`src/rtl/div_pkg.sv`:
```
// Shared types and constants for the divider issue controller.
package div_pkg;

  localparam int DIV_WIDTH           = 32;
  localparam int DIV_STEPS           = 32;
  localparam int DIV_NOMINAL_LATENCY = DIV_STEPS + 2;

  // Divide-by-zero answers with every quotient bit set and the dividend as remainder.
  localparam logic DIV_ZERO_QUOTIENT_BIT = 1'b1;

  typedef enum logic [1:0] {
    ST_IDLE  = 2'd0,
    ST_CLEAR = 2'd1,
    ST_RUN   = 2'd2,
    ST_RESP  = 2'd3
  } div_state_e;

endpackage

```
`src/rtl/div_issue_ctrl_if.sv`:
```
// Request, divider and response signals of the divider issue controller.
interface div_issue_ctrl_if
  import div_pkg::*;
#(
  parameter int WIDTH = DIV_WIDTH
) ();

  logic             req_valid;
  logic             req_ready;
  logic [WIDTH-1:0] req_dividend;
  logic [WIDTH-1:0] req_divisor;

  logic             div_Reset;
  logic             div_Run;
  logic [WIDTH-1:0] div_dividend;
  logic [WIDTH-1:0] div_divisor;
  logic             div_pre_finish;
  logic             div_Ready;
  logic [WIDTH-1:0] div_quotient;
  logic [WIDTH-1:0] div_remainder;

  logic             rsp_valid;
  logic             rsp_ready;
  logic [WIDTH-1:0] rsp_quotient;
  logic [WIDTH-1:0] rsp_remainder;
  logic             rsp_div_zero;
  logic             rsp_error;

  modport slave (
    input  req_valid, req_dividend, req_divisor,
    input  div_pre_finish, div_Ready, div_quotient, div_remainder,
    input  rsp_ready,
    output req_ready,
    output div_Reset, div_Run, div_dividend, div_divisor,
    output rsp_valid, rsp_quotient, rsp_remainder, rsp_div_zero, rsp_error
  );

  modport master (
    output req_valid, req_dividend, req_divisor,
    output div_pre_finish, div_Ready, div_quotient, div_remainder,
    output rsp_ready,
    input  req_ready,
    input  div_Reset, div_Run, div_dividend, div_divisor,
    input  rsp_valid, rsp_quotient, rsp_remainder, rsp_div_zero, rsp_error
  );

endinterface

```
`src/rtl/div_watchdog.sv`:
```
// Counts consecutive Run cycles and flags the last one allowed before timeout.
module div_watchdog #(
  parameter int TIMEOUT_CYCLES = 48
) (
  input  logic clk,
  input  logic rst,
  input  logic run_i,
  output logic expired_o
);

  localparam int                CNT_W    = $clog2(TIMEOUT_CYCLES + 1);
  localparam logic [CNT_W-1:0]  CNT_LAST = CNT_W'(TIMEOUT_CYCLES - 1);

  logic [CNT_W-1:0] count_q;
  logic [CNT_W-1:0] count_d;

  // The controller always passes through CLEAR, so the count is zero on RUN entry.
  always_comb begin
    count_d = '0;
    if (run_i) begin
      count_d = count_q + CNT_W'(1);
    end
  end

  always_ff @(posedge clk or posedge rst) begin
    if (rst) begin
      count_q <= '0;
    end else begin
      count_q <= count_d;
    end
  end

  assign expired_o = run_i && (count_q == CNT_LAST);

endmodule

```
`src/rtl/div_issue_ctrl.sv`:
```
// Divider Run/Ready initiator: request handshake, clear/run sequencing, result handshake.
// Optional Run watchdog enabled by defining DIV_TIMEOUT_EN.
module div_issue_ctrl
  import div_pkg::*;
#(
  parameter int WIDTH          = DIV_WIDTH,
  parameter int TIMEOUT_CYCLES = 48
) (
  input  logic       clk,
  input  logic       Reset,
  div_issue_ctrl_if.slave bus
);

  div_state_e       state_q,      state_d;
  logic [WIDTH-1:0] dividend_q,   dividend_d;
  logic [WIDTH-1:0] divisor_q,    divisor_d;
  logic [WIDTH-1:0] quotient_q,   quotient_d;
  logic [WIDTH-1:0] remainder_q,  remainder_d;
  logic             div_zero_q,   div_zero_d;
  logic             error_q,      error_d;
  logic             pre_seen_q,   pre_seen_d;
  logic             div_rst_q,    div_rst_d;
  logic             timeout;

  if (TIMEOUT_CYCLES < 1) begin : g_timeout_param_check
    $error("TIMEOUT_CYCLES must be at least 1");
  end

`ifdef DIV_TIMEOUT_EN
  div_watchdog #(
    .TIMEOUT_CYCLES (TIMEOUT_CYCLES)
  ) u_watchdog (
    .clk       (clk),
    .rst       (Reset),
    .run_i     (state_q == ST_RUN),
    .expired_o (timeout)
  );
`else
  assign timeout = 1'b0;
`endif

  always_comb begin
    state_d     = state_q;
    dividend_d  = dividend_q;
    divisor_d   = divisor_q;
    quotient_d  = quotient_q;
    remainder_d = remainder_q;
    div_zero_d  = div_zero_q;
    error_d     = error_q;
    pre_seen_d  = pre_seen_q;
    div_rst_d   = 1'b0;

    case (state_q)
      ST_IDLE: begin
        if (bus.req_valid) begin
          dividend_d = bus.req_dividend;
          divisor_d  = bus.req_divisor;
          if (bus.req_divisor == '0) begin
            quotient_d  = {WIDTH{DIV_ZERO_QUOTIENT_BIT}};
            remainder_d = bus.req_dividend;
            div_zero_d  = 1'b1;
            error_d     = 1'b0;
            state_d     = ST_RESP;
          end else begin
            div_rst_d = 1'b1;
            state_d   = ST_CLEAR;
          end
        end
      end

      ST_CLEAR: begin
        pre_seen_d = 1'b0;
        state_d    = ST_RUN;
      end

      ST_RUN: begin
        // Ready is legal only after pre_finish was seen on an earlier Run cycle.
        if (bus.div_Ready) begin
          quotient_d  = bus.div_quotient;
          remainder_d = bus.div_remainder;
          div_zero_d  = 1'b0;
          error_d     = !pre_seen_q;
          state_d     = ST_RESP;
        end else if (timeout) begin
          quotient_d  = '0;
          remainder_d = '0;
          div_zero_d  = 1'b0;
          error_d     = 1'b1;
          state_d     = ST_RESP;
        end else if (bus.div_pre_finish) begin
          pre_seen_d = 1'b1;
        end
      end

      ST_RESP: begin
        if (bus.rsp_ready) begin
          div_zero_d = 1'b0;
          error_d    = 1'b0;
          div_rst_d  = 1'b1;
          state_d    = ST_IDLE;
        end
      end

      default: begin
        state_d = ST_IDLE;
      end
    endcase
  end

  always_ff @(posedge clk or posedge Reset) begin
    if (Reset) begin
      state_q     <= ST_IDLE;
      dividend_q  <= '0;
      divisor_q   <= '0;
      quotient_q  <= '0;
      remainder_q <= '0;
      div_zero_q  <= 1'b0;
      error_q     <= 1'b0;
      pre_seen_q  <= 1'b0;
      div_rst_q   <= 1'b0;
    end else begin
      state_q     <= state_d;
      dividend_q  <= dividend_d;
      divisor_q   <= divisor_d;
      quotient_q  <= quotient_d;
      remainder_q <= remainder_d;
      div_zero_q  <= div_zero_d;
      error_q     <= error_d;
      pre_seen_q  <= pre_seen_d;
      div_rst_q   <= div_rst_d;
    end
  end

  // Reset is ORed in so the sequencer clear drops as soon as Reset releases.
  assign bus.div_Reset     = div_rst_q | Reset;
  assign bus.div_Run       = (state_q == ST_RUN);
  assign bus.req_ready     = (state_q == ST_IDLE);
  assign bus.rsp_valid     = (state_q == ST_RESP);
  assign bus.div_dividend  = dividend_q;
  assign bus.div_divisor   = divisor_q;
  assign bus.rsp_quotient  = quotient_q;
  assign bus.rsp_remainder = remainder_q;
  assign bus.rsp_div_zero  = div_zero_q;
  assign bus.rsp_error     = error_q;

endmodule

```
`src/flat_wrapper.sv`:
```
// flat-port wrapper written by rule: the top's interface ports become plain ports
module div_issue_ctrl_flat import div_pkg::*;
#(
  parameter int WIDTH          = DIV_WIDTH,
  parameter int TIMEOUT_CYCLES = 48
)
  (clk, Reset, bus_req_valid, bus_req_dividend, bus_req_divisor, bus_div_pre_finish, bus_div_Ready, bus_div_quotient, bus_div_remainder, bus_rsp_ready, bus_req_ready, bus_div_Reset, bus_div_Run, bus_div_dividend, bus_div_divisor, bus_rsp_valid, bus_rsp_quotient, bus_rsp_remainder, bus_rsp_div_zero, bus_rsp_error);
  div_issue_ctrl_if #(.WIDTH(WIDTH)) bus_i ();
  input  logic clk;
  input  logic Reset;
  input wire logic [$bits(bus_i.req_valid)-1:0] bus_req_valid;
  input wire logic [$bits(bus_i.req_dividend)-1:0] bus_req_dividend;
  input wire logic [$bits(bus_i.req_divisor)-1:0] bus_req_divisor;
  input wire logic [$bits(bus_i.div_pre_finish)-1:0] bus_div_pre_finish;
  input wire logic [$bits(bus_i.div_Ready)-1:0] bus_div_Ready;
  input wire logic [$bits(bus_i.div_quotient)-1:0] bus_div_quotient;
  input wire logic [$bits(bus_i.div_remainder)-1:0] bus_div_remainder;
  input wire logic [$bits(bus_i.rsp_ready)-1:0] bus_rsp_ready;
  output wire logic [$bits(bus_i.req_ready)-1:0] bus_req_ready;
  output wire logic [$bits(bus_i.div_Reset)-1:0] bus_div_Reset;
  output wire logic [$bits(bus_i.div_Run)-1:0] bus_div_Run;
  output wire logic [$bits(bus_i.div_dividend)-1:0] bus_div_dividend;
  output wire logic [$bits(bus_i.div_divisor)-1:0] bus_div_divisor;
  output wire logic [$bits(bus_i.rsp_valid)-1:0] bus_rsp_valid;
  output wire logic [$bits(bus_i.rsp_quotient)-1:0] bus_rsp_quotient;
  output wire logic [$bits(bus_i.rsp_remainder)-1:0] bus_rsp_remainder;
  output wire logic [$bits(bus_i.rsp_div_zero)-1:0] bus_rsp_div_zero;
  output wire logic [$bits(bus_i.rsp_error)-1:0] bus_rsp_error;
  assign bus_i.req_valid = bus_req_valid;
  assign bus_i.req_dividend = bus_req_dividend;
  assign bus_i.req_divisor = bus_req_divisor;
  assign bus_i.div_pre_finish = bus_div_pre_finish;
  assign bus_i.div_Ready = bus_div_Ready;
  assign bus_i.div_quotient = bus_div_quotient;
  assign bus_i.div_remainder = bus_div_remainder;
  assign bus_i.rsp_ready = bus_rsp_ready;
  assign bus_req_ready = bus_i.req_ready;
  assign bus_div_Reset = bus_i.div_Reset;
  assign bus_div_Run = bus_i.div_Run;
  assign bus_div_dividend = bus_i.div_dividend;
  assign bus_div_divisor = bus_i.div_divisor;
  assign bus_rsp_valid = bus_i.rsp_valid;
  assign bus_rsp_quotient = bus_i.rsp_quotient;
  assign bus_rsp_remainder = bus_i.rsp_remainder;
  assign bus_rsp_div_zero = bus_i.rsp_div_zero;
  assign bus_rsp_error = bus_i.rsp_error;
  div_issue_ctrl #(.WIDTH(WIDTH), .TIMEOUT_CYCLES(TIMEOUT_CYCLES)) u_core (.clk(clk), .Reset(Reset), .bus(bus_i));
endmodule
```
`config.mk`:
```
export PLATFORM = sky130hd
export DESIGN_NAME = div_issue_ctrl_flat
export DESIGN_NICKNAME = d
export VERILOG_FILES = /design/src/rtl/div_pkg.sv /design/src/rtl/div_issue_ctrl_if.sv /design/src/rtl/div_watchdog.sv /design/src/rtl/div_issue_ctrl.sv /design/src/flat_wrapper.sv
export SDC_FILE = /design/constraint.sdc
export NUM_CORES = 1
export LEC_CHECK = 0
export CAP_MARGIN = 10
export CORE_AREA = 2 2 104 106
export CTS_CLUSTER_SIZE = 28
export DETAILED_ROUTE_END_ITERATION = 10
export DIE_AREA = 0 0 106 108
export DONT_BUFFER_PORTS = 1
export PLACE_DENSITY = 0.81
export RECOVER_POWER = 100
export SYNTH_ARGS = -nofsm -noshare
export SYNTH_HDL_FRONTEND = slang
export SYNTH_SLANG_ARGS = --single-unit
```
`constraint.sdc`:
```
create_clock -name clk -period 15.3 [get_ports clk]
set_input_delay 3.825 -clock clk [delete_from_list [all_inputs] [get_ports clk]]
set_output_delay 3.825 -clock clk [all_outputs]
set_load 0.02 [all_outputs]
```
==> metrics, run 1 <==
status finished with violations; failing checks capacitance limit, slew limit; leakage 2.93 nW; DR vias 4961; critical path required time 15.02 ns; GRT Util Overall 0.300; Critical Path AT 8.21 ns; area of the multi-input gates 3050 um^2; Crit Path Class in -> async; post-synthesis cell count 592; I/O pin total 268; Die H 108 um; GP Congestion 0.761; vias in the first global route 4958; post-DP HPWL 11200 um; htree depth 4; Syn Area/Cell 11.3 um^2; top post-synthesis cells by area dfrtp_1 50%, mux2_2 11%, mux2i_1 5.1%, nand4_1 3.3%, nor2_1 3.3%; number of hold buffers added after cts 0; Cell Rows 37; CTS tree yes; CP max stage delay 2.84 ns; Max VDD drop 0.000136 V; max-cap viol count 4; Seq/Total Area, Yosys 0.501; critical-path maximum fanout 76; DRT iter0 DRCs 351; RSZ-0062 raised after global routing no; crit path cell chain clkinvlp_2 -> clkbuf_1; Slew HR -1.60; Final period util 0.555; Setup Fix Bufs, Post-CTS 0; initial antenna violation count 0; PostCTS Resize Cnt 0; clk buf depth 2; 1st-pass router iterations 5; core area 10200 um^2; setup total negative slack 0 ns; Final Hold Violating Endpoints 0; Cell Pwr Density 276 nW/um^2; Worst Tran Pin Value 3.90 ns; #FFs+latches synth 134; fin. max-slew vios 241; total congestion overflow 0; CTS Sinks 134; Worst-Skew Late Latency 0.52 ns; FF/Latch Area 3350 um^2; YS warnings 0; post-route ant nets 0; Die W 106 um; Hold WC Path Type reg -> reg; final WL 17200 um; starting density of the core 0.654; critical path's top delay family buffers and inverters; Via-to-Cell Ratio 6.97; Startpoint Class primary input; FILL cells 717; Design Area, Final 7250 um^2; total CTS buffers 17; Crit-path slowest cell clkbuf_1; Cell Area, Synth 6690 um^2; share of layout cells above drive strength 1 0.224; Syn Nets 731; DR WL/cell 24.2 um; Antenna diodes 0; area leader, netlist dfrtp_1; f_max 118 MHz; Post-DP Area 6680 um^2; clk slew on worst S/H paths 0.06 ns; Synth top area share 0.501; WP buf/inv 2; crit path capture type asynchronous set/reset pin; IO buf count 0; largest net degree at the start of global routing 77; min cycle time layout 8.49 ns; Synth cell types 35; final setup fails 0; Post-route DRC 0; Area Overhead vs Synth 8.40%; DIE AREA 11400 um^2; Nets 702; Worst Skew 0.00774 ns; root buf cell clkbuf_8; first-pass GRT wire length 26700 um
[layout by cell type (no fill, tap or decap), types with 2 or more instances in the layout]
cell / netlist / final
o32a_2: 15 / 15
buf_4: 1 / 6
clkbuf_16: 0 / 16
nor2_1: 58 / 57
clkinv_2: 0 / 2
clkbuf_1: 21 / 3
nor3_1: 2 / 2
dfrtp_1: 134 / 134
clkinvlp_4: 0 / 3
and2_1: 2 / 2
clkbuf_8: 0 / 2
o21ai_0: 4 / 4
a21o_1: 24 / 24
nor2b_1: 6 / 6
mux2_2: 64 / 64
nand4_1: 35 / 35
o21a_1: 9 / 9
a221oi_1: 23 / 23
inv_1: 5 / 4
mux2i_1: 34 / 34
o211ai_1: 11 / 11
nor4_1: 4 / 4
nand2_1: 25 / 25
bufinv_16: 0 / 3
nor4_4: 3 / 3
a21oi_1: 11 / 11
inv_6: 0 / 3
ha_1: 5 / 5
o32a_1: 17 / 17
nor4_2: 2 / 2
nand3_1: 34 / 34
clkinv_4: 0 / 3
[where the power goes]
part           switching, mW  internal (mW)  total (mW)
clock network          0.160          0.254       0.415
logic                  0.348          0.330       0.677
registers              0.371          0.539       0.910
total                  0.879           1.12        2.00
[worst paths after layout]
check                                                                 to                           from  slack [ns]  cells after the start
worst max-delay path              u_core.bus.div_divisor[10]$_DFFE_PP0P_                          Reset        6.81                      2
worst min-delay path                       u_core.pre_seen_q$_DFFE_PP0P_  u_core.pre_seen_q$_DFFE_PP0P_        0.55                      2
worst max register to register     u_core.bus.div_divisor[1]$_DFFE_PP0P_  u_core.state_q[0]$_DFFE_PP0P_       10.99                      6
worst min register to register             u_core.pre_seen_q$_DFFE_PP0P_  u_core.pre_seen_q$_DFFE_PP0P_        0.55                      2
max in group clk                                           bus_div_Reset                          Reset        7.31                      1
min in group asynchronous       u_core.bus.rsp_remainder[27]$_DFFE_PP0P_                          Reset        3.93                      1
[layer usage]
metal  part of all wire  vias to the layer above  track usage
met3              0.097                       28        0.101
met2               0.51                      295        0.500
met5                  0                        -            0
li1                   -                     2173            -
met1               0.37                     2465        0.371
met4              0.018                        0        0.103
[logic make-up (layout without fill, tap and decap cells)]
| logic type | after synthesis | count (layout) | share of synthesized area |
|---|---|---|---|
| mux | 99 | 99 | 0.161 |
| simple gates | 176 | 176 | 0.140 |
| buf+inv | 62 | 46 | 0.0438 |
| flops | 134 | 134 | 0.501 |
| compound gates | 116 | 116 | 0.145 |
| fa+ha+maj | 5 | 5 | 0.00936 |
[metrics by stage]
step | total power [mW] | util | setup slack [ns] | cells | hold WS, ns
finish | 2.00 | 0.708 | 6.81 | 712 | 0.550
global route | 2.11 | 0.708 | 5.69 | 712 | 0.592
CTS | 2.01 | 0.712 | 7.31 | 712 | 0.550
detailed placement | 1.59 | 0.653 | 7.31 | 680 | 0.540
global placement | 1.54 | 0.653 | 7.31 | 680 | 0.529
floorplan | 1.43 | - | 7.31 | 592 | 0.500
[area by class of cell]
type                            count  area share
Tap cell                          136      0.0235
Sequential cell                   134       0.463
Multi-Input combinational cell    396       0.420
Clock buffer                       18      0.0590
Clock inverter                     14      0.0242
Inverter                            5     0.00276
Timing Repair Buffer                9     0.00777
[state kept, by name (all words and copies together), names as in the netlist]
register,cells
u_core.bus.rsp_div_zero,1
u_core.bus.div_dividend,32
u_core.bus.rsp_error,1
u_core.bus.rsp_remainder,32
u_core.bus.rsp_quotient,32
u_core.pre_seen_q,1
u_core.div_rst_q,1
u_core.bus.div_divisor,32
u_core.state_q,2
[Yosys cell counts]
cell type	count
a221oi_1	23
buf_4	1
nor3_1	2
nand4_1	35
buf_6	3
nand3_1	34
ha_1	5
mux2_2	64
a21o_1	24
and4_1	2
o32a_1	17
or2_2	1
a21oi_1	11
o32a_2	15
nor4_1	4
mux2i_1	34
clkbuf_1	21
mux2i_2	1
nor4_2	2
and2_1	2
o21a_1	9
buf_2	27
a31oi_1	1
inv_1	5
dfrtp_1	134
nor4_4	3
buf_1	5
nor2_1	58
o211ai_1	11
nand4_2	1
nor2b_1	6
a41oi_2	1
nor4b_4	1
nand2_1	25
o21ai_0	4
No activity file was read; power rests on OpenSTA's default activity.
==> run 2, diff against run 1 <==
--- a/config.mk
+++ b/config.mk
@@ -6,12 +6,11 @@
 export NUM_CORES = 1
 export LEC_CHECK = 0
 export CAP_MARGIN = 10
-export CORE_AREA = 2 2 104 106
+export CORE_UTILIZATION = 64
 export CTS_CLUSTER_SIZE = 28
 export DETAILED_ROUTE_END_ITERATION = 10
-export DIE_AREA = 0 0 106 108
 export DONT_BUFFER_PORTS = 1
-export PLACE_DENSITY = 0.81
+export PLACE_DENSITY = 0.8
 export RECOVER_POWER = 100
 export SYNTH_ARGS = -nofsm -noshare
 export SYNTH_HDL_FRONTEND = slang
==> constraint.sdc (replaced) <==
create_clock -name clk -period 8 [get_ports clk]
set_input_delay 2 -clock clk [delete_from_list [all_inputs] [get_ports clk]]
set_output_delay 2 -clock clk [all_outputs]
set_load 0.02 [all_outputs]
==> run 2 against run 1 <==
The flow still finishes with violations (capacitance limit, slew limit). Core utilization increased by 1.7 points. Highest routed layer unchanged. Critical endpoint is now u_core.bus.div_divisor[0]$_DFFE_PP0P_. Count of clock-buffer cells in the layout down 1. First-iteration DRC count increased by 38%. Final cell count fell by 0.56%. Global-route usage rose by 2.0 points.
==> metrics, run 2 (synthesis results as in run 1) <==
status finished with violations; failing checks capacitance limit, slew limit; CTS Sinks 134 (unchanged); leakage 2.93 nW (-0.10%); max-cap viol count 5 (+1); most frequent cells in the layout 134 x dfrtp_1, 63 x mux2_2, 57 x nor2_1, 35 x nand4_1; clk buf depth 2 (unchanged); worst reg2reg path endpoint u_core.bus.div_divisor[0]$_DFFE_PP0P_; root buf cell clkbuf_8; crit path to u_core.bus.div_divisor[0]$_DFFE_PP0P_; Post-route DRC 0 (unchanged); 1st-pass router iterations 5 (unchanged); R2R cell count 5 (-1); Max VDD drop 0.000282 V (+110%); Worst Skew 0.00788 ns (+0.000139 ns); share of layout cells above drive strength 1 0.223 (-0.00135); min cycle time layout 5.14 ns; RSZ-0062 raised after global routing no; final WL 17200 um (about the same); first-pass GRT wire length 26800 um (+0.36%); Crit-path slowest cell ha_1; core area 9950 um^2 (-2.7%); Critical Path AT 5.52 ns (-2.69 ns); Final Hold Violating Endpoints 0 (unchanged); crit path cell chain inv_1 -> ha_1 -> nand2_1 -> clkbuf_1 -> mux2_1; launching point of the worst reg2reg path u_core.state_q[0]$_DFFE_PP0P_; vias in the first global route 5098 (+2.8%); starting density of the core 0.672 (+0.0182); GP Congestion 0.811 (+6.6%); Antenna diodes 0 (unchanged); DR vias 5019 (+1.2%); final setup fails 0 (unchanged); Die H 104 um (-3.5%); Cell Rows 36 (-2.7%); total power 3.83 mW (+91%); DR WL/cell 24.3 um (+0.48%); Hold WC Path Type reg -> reg; Nets 701 (-0.14%); IO buf count 0 (unchanged); critical-path maximum fanout 45 (-41%); post-DP HPWL 11200 um (about the same); clk slew on worst S/H paths 0.06 ns (about the same); number of hold buffers added after cts 0 (unchanged); f_max 195 MHz; initial antenna violation count 0 (unchanged); Via-to-Cell Ratio 7.09 (+1.7%); total congestion overflow 0 (unchanged); Crit Path Class reg -> reg; worst reg2reg setup slack 2.86 ns (-8.13 ns); Worst-Skew Late Latency 0.53 ns (about the same); CTS tree yes; setup total negative slack 0 ns (unchanged); critical path required time 8.39 ns (-6.63 ns); Worst Tran Pin Value 2.36 ns (-1.53 ns); Critical path origin u_core.state_q[0]$_DFFE_PP0P_; Die W 104 um (-1.7%); total CTS buffers 17 (unchanged); PostCTS Resize Cnt 0 (unchanged); Cell Pwr Density 530 nW/um^2 (+92%); largest net degree at the start of global routing 84 (+9.1%); GRT Util Overall 0.320 (+0.0195); Setup Fix Bufs, Post-CTS 0 (unchanged); I/O pin total 268 (unchanged); Startpoint Class flip-flop; CP max stage delay 1.47 ns (-1.37 ns); crit path capture type flip-flop; worst hold path depth 2 (unchanged); fin. max-slew vios 285 (+18%); Area Overhead vs Synth 7.99%; FILL cells 683 (-4.7%); commonest non-fill, non-tap cell in the layout dfrtp_1; Final period util 0.642; DRT iter0 DRCs 483 (+38%); Slew HR -0.574 (+1.02); post-route ant nets 0 (unchanged); htree depth 4 (unchanged); DIE AREA 10900 um^2 (-5.1%)
-- run 2: changes by cell type in the layout (fill, tap and decap cells not counted), sizes merged --
cell and delta:
buf -1, bufinv -1, clkbuf -1, clkinvlp -2, inv +4
-- run 2: through the flow --
| stage | area, um^2 | worst slack, ns | hold slack, ns | utilization | instances |
|---|---|---|---|---|---|
| final | 7220 | 2.86 | 0.560 | 0.725 | 708 |
| after global routing | 7220 | 2.52 | 0.616 | 0.725 | 708 |
| after CTS | 7240 | 3.66 | 0.562 | 0.727 | 707 |
| after detailed placement | 6660 | 3.66 | 0.550 | 0.669 | 675 |
| after global placement | 6660 | 3.66 | 0.525 | 0.669 | 675 |
| after floorplan | 6690 | 2.42 | 0.500 | - | 592 |
-- run 2: worst min path at each step --
stage	from	endpoint	slack, ns
2_1_floorplan	u_core.pre_seen_q$_DFFE_PP0P_	u_core.pre_seen_q$_DFFE_PP0P_	0.50
3_3_place_gp	u_core.pre_seen_q$_DFFE_PP0P_	u_core.pre_seen_q$_DFFE_PP0P_	0.53
3_5_place_dp	u_core.pre_seen_q$_DFFE_PP0P_	u_core.pre_seen_q$_DFFE_PP0P_	0.55
4_1_cts	u_core.pre_seen_q$_DFFE_PP0P_	u_core.pre_seen_q$_DFFE_PP0P_	0.56
5_1_grt	u_core.pre_seen_q$_DFFE_PP0P_	u_core.pre_seen_q$_DFFE_PP0P_	0.62
6_report	u_core.pre_seen_q$_DFFE_PP0P_	u_core.pre_seen_q$_DFFE_PP0P_	0.56
-- run 2: layer usage --
metal / GRT usage / wire length (um) / vias up
li1: - / - / 2157
met2: 0.532 / 8970 / 320
met4: 0.149 / 472 / 0
met5: 0 / 0 / -
met1: 0.389 / 6280 / 2503
met3: 0.0852 / 1480 / 39
-- run 2: critical path, delay by kind of cell, from the launching register on --
family,cells,cell delay [ns]
AND/OR/NAND/NOR,1,1.17
multiplexers,1,0.69
buffers and inverters,2,1.22
flip-flops,1,0.40
adder cells (fa/ha/maj),1,1.47
-- run 2: cell type report --
type	instances	area (um^2)	area share
clock buffers	17	414	0.0574
clock inverters	15	164	0.0227
inverters	5	20.0	0.00277
multi-input cells	396	3050	0.422
flip-flops and latches	134	3350	0.464
well taps	133	166	0.0230
repair buffers	8	57.6	0.00797
-- run 2: power by group --
| part | internal (mW) | switching (mW) | total [mW] |
|---|---|---|---|
| sequential | 1.03 | 0.711 | 1.74 |
| combinational | 0.638 | 0.681 | 1.32 |
| clock | 0.450 | 0.317 | 0.767 |
| total | 2.12 | 1.71 | 3.83 |
==> run 3, diff against run 2 <==
==> constraint.sdc (replaced) <==
create_clock -name clk -period 5 [get_ports clk]
set_input_delay 1.25 -clock clk [delete_from_list [all_inputs] [get_ports clk]]
set_output_delay 1.25 -clock clk [all_outputs]
set_load 0.02 [all_outputs]
==> run 3 against run 2 <==
The run still ends with capacitance limit, slew limit left. Clock power is 53% higher. Critical path depth stayed put. Combinational power rose by 56%. Final cell count unchanged. Global-route usage decreased by 0.45 points. Sequential share of layout area rose by 0.14 points. Flip-flop and latch count is the same. Core utilization is 0.21 points lower. Clock skew up 0.0016 ns.
==> metrics, run 3 (synthesis results as in run 1) <==
Max VDD drop 0.000461 V (+64%); Layout Cells excl Fill 708 (unchanged); htree depth 4 (unchanged); Die H 104 um (unchanged); Worst Skew 0.00950 ns (+0.00162 ns); final WL 16600 um (-3.2%); first-pass GRT wire length 26600 um (-0.95%); Hold WC Path Type reg -> reg; worst reg2reg setup slack 1.30 ns (-1.56 ns); critical path required time 5.45 ns (-2.94 ns); clk buf depth 2 (unchanged); most frequent cells in the layout 134 x dfrtp_1, 64 x mux2_2, 57 x nor2_1, 35 x nand4_1; status finished with violations; largest net degree at the start of global routing 98 (+17%); Nets 701 (unchanged); DIE AREA 10900 um^2 (unchanged); vias in the first global route 5042 (-1.1%); DR WL/cell 23.5 um (-3.2%); hold_ws 0.554 ns (-0.00594 ns); Final period util 0.799; fin. max-slew vios 223 (-22%); IO buf count 0 (unchanged); total congestion overflow 0 (unchanged); Cell Rows 36 (unchanged); 1st-pass router iterations 5 (unchanged); PostCTS Resize Cnt 0 (unchanged); Startpoint Class primary input; critical-path maximum fanout 59 (+31%); failing checks capacitance limit, slew limit; I/O pin total 268 (unchanged); max-cap viol count 3 (-2); clk slew on worst S/H paths 0.06 ns (about the same); Post-Place Cells 676 (+0.15%); starting density of the core 0.672 (unchanged); Die W 104 um (unchanged); total CTS buffers 17 (unchanged); launching point of the worst reg2reg path u_core.state_q[0]$_DFFE_PP0P_; final cell utilization of the core 0.723 (-0.00214); CTS Sinks 134 (unchanged); Antenna diodes 0 (unchanged); setup total negative slack 0 ns (unchanged); crit path capture type flip-flop; Setup Fix Bufs, Post-CTS 0 (unchanged); post-DP HPWL 10800 um (-3.6%); CTS tree yes; Worst Tran Pin Value 2.65 ns (+0.292 ns); hold_sp u_core.pre_seen_q$_DFFE_PP0P_; GP Congestion 0.775 (-4.4%); Post-route DRC 0 (unchanged); core area 9950 um^2 (unchanged); DR vias 4921 (-2.0%); share of layout cells above drive strength 1 0.224 (+0.00174); number of hold buffers added after cts 0 (unchanged); Crit Path Class in -> reg; Slew HR -0.768 (-0.195); Area Overhead vs Synth 7.67%; Cell Pwr Density 834 nW/um^2 (+57%); RSZ-0062 raised after global routing no; final setup fails 0 (unchanged); min cycle time layout 4.00 ns; post-route ant nets 0 (unchanged); GRT Util Overall 0.315 (-0.00448); commonest non-fill, non-tap cell in the layout dfrtp_1; Final Hold Violating Endpoints 0 (unchanged); f_max 250 MHz; DRT iter0 DRCs 396 (-18%); initial antenna violation count 0 (unchanged); Post-DP Area 6670 um^2 (+0.11%); Critical path origin bus_req_divisor[1]; Via-to-Cell Ratio 6.95 (-2.0%); Critical Path AT 4.44 ns (-1.08 ns); leakage 2.90 nW (-1.2%); Design Area, Final 7200 um^2 (-0.29%); Worst-Skew Late Latency 0.52 ns (about the same); root buf cell clkbuf_8
[run 3: path summary, 6_finish.rpt]
check                                                                 to  cells past startpoint
max in group asynchronous         u_core.bus.div_divisor[25]$_DFFE_PP0P_                      2
worst max register to register    u_core.bus.rsp_quotient[5]$_DFFE_PP0P_                      7
worst min register to register             u_core.pre_seen_q$_DFFE_PP0P_                      2
worst max-delay path            u_core.bus.rsp_remainder[15]$_DFFE_PP0P_                      5
min in group asynchronous        u_core.bus.rsp_remainder[1]$_DFFE_PP0P_                      1
worst min-delay path                       u_core.pre_seen_q$_DFFE_PP0P_                      2
[run 3: power breakdown]
group | internal [mW] | switching (mW) | total [mW]
clock | 0.678 | 0.492 | 1.17
sequential | 1.65 | 1.13 | 2.78
combinational | 1.01 | 1.05 | 2.06
total | 3.34 | 2.67 | 6.00
[run 3: critical path, stage by stage]
cell	delay (ns)
nor4_1	0.42
and4_1	0.36
clkbuf_1	1.91
nand4_1	0.33
nand3_1	0.17
[run 3: routing by layer]
layer / global-route usage / vias up / wire [um]
met1: 0.382 / 2451 / 6220
met4: 0.124 / 0 / 327
met5: 0 / - / 0
met2: 0.521 / 277 / 8560
li1: - / 2171 / -
met3: 0.106 / 22 / 1530
[run 3: area by class of cell]
| type | count | area, um^2 |
|---|---|---|
| sequential | 134 | 3350 |
| timing repair buffer | 8 | 50.0 |
| clock inverter | 13 | 124 |
| fill | 688 | 2760 |
| tap | 133 | 166 |
| clock buffer | 19 | 432 |
| inverter | 5 | 22.5 |
| multi-input combinational | 396 | 3050 |
[run 3: stage by stage]
stage	power [mW]	worst slack (ns)
floorplan	4.37	0.167
global placement	4.71	1.75
detailed placement	4.85	1.68
CTS	6.02	1.79
global route	6.35	0.876
finish	6.00	1.00
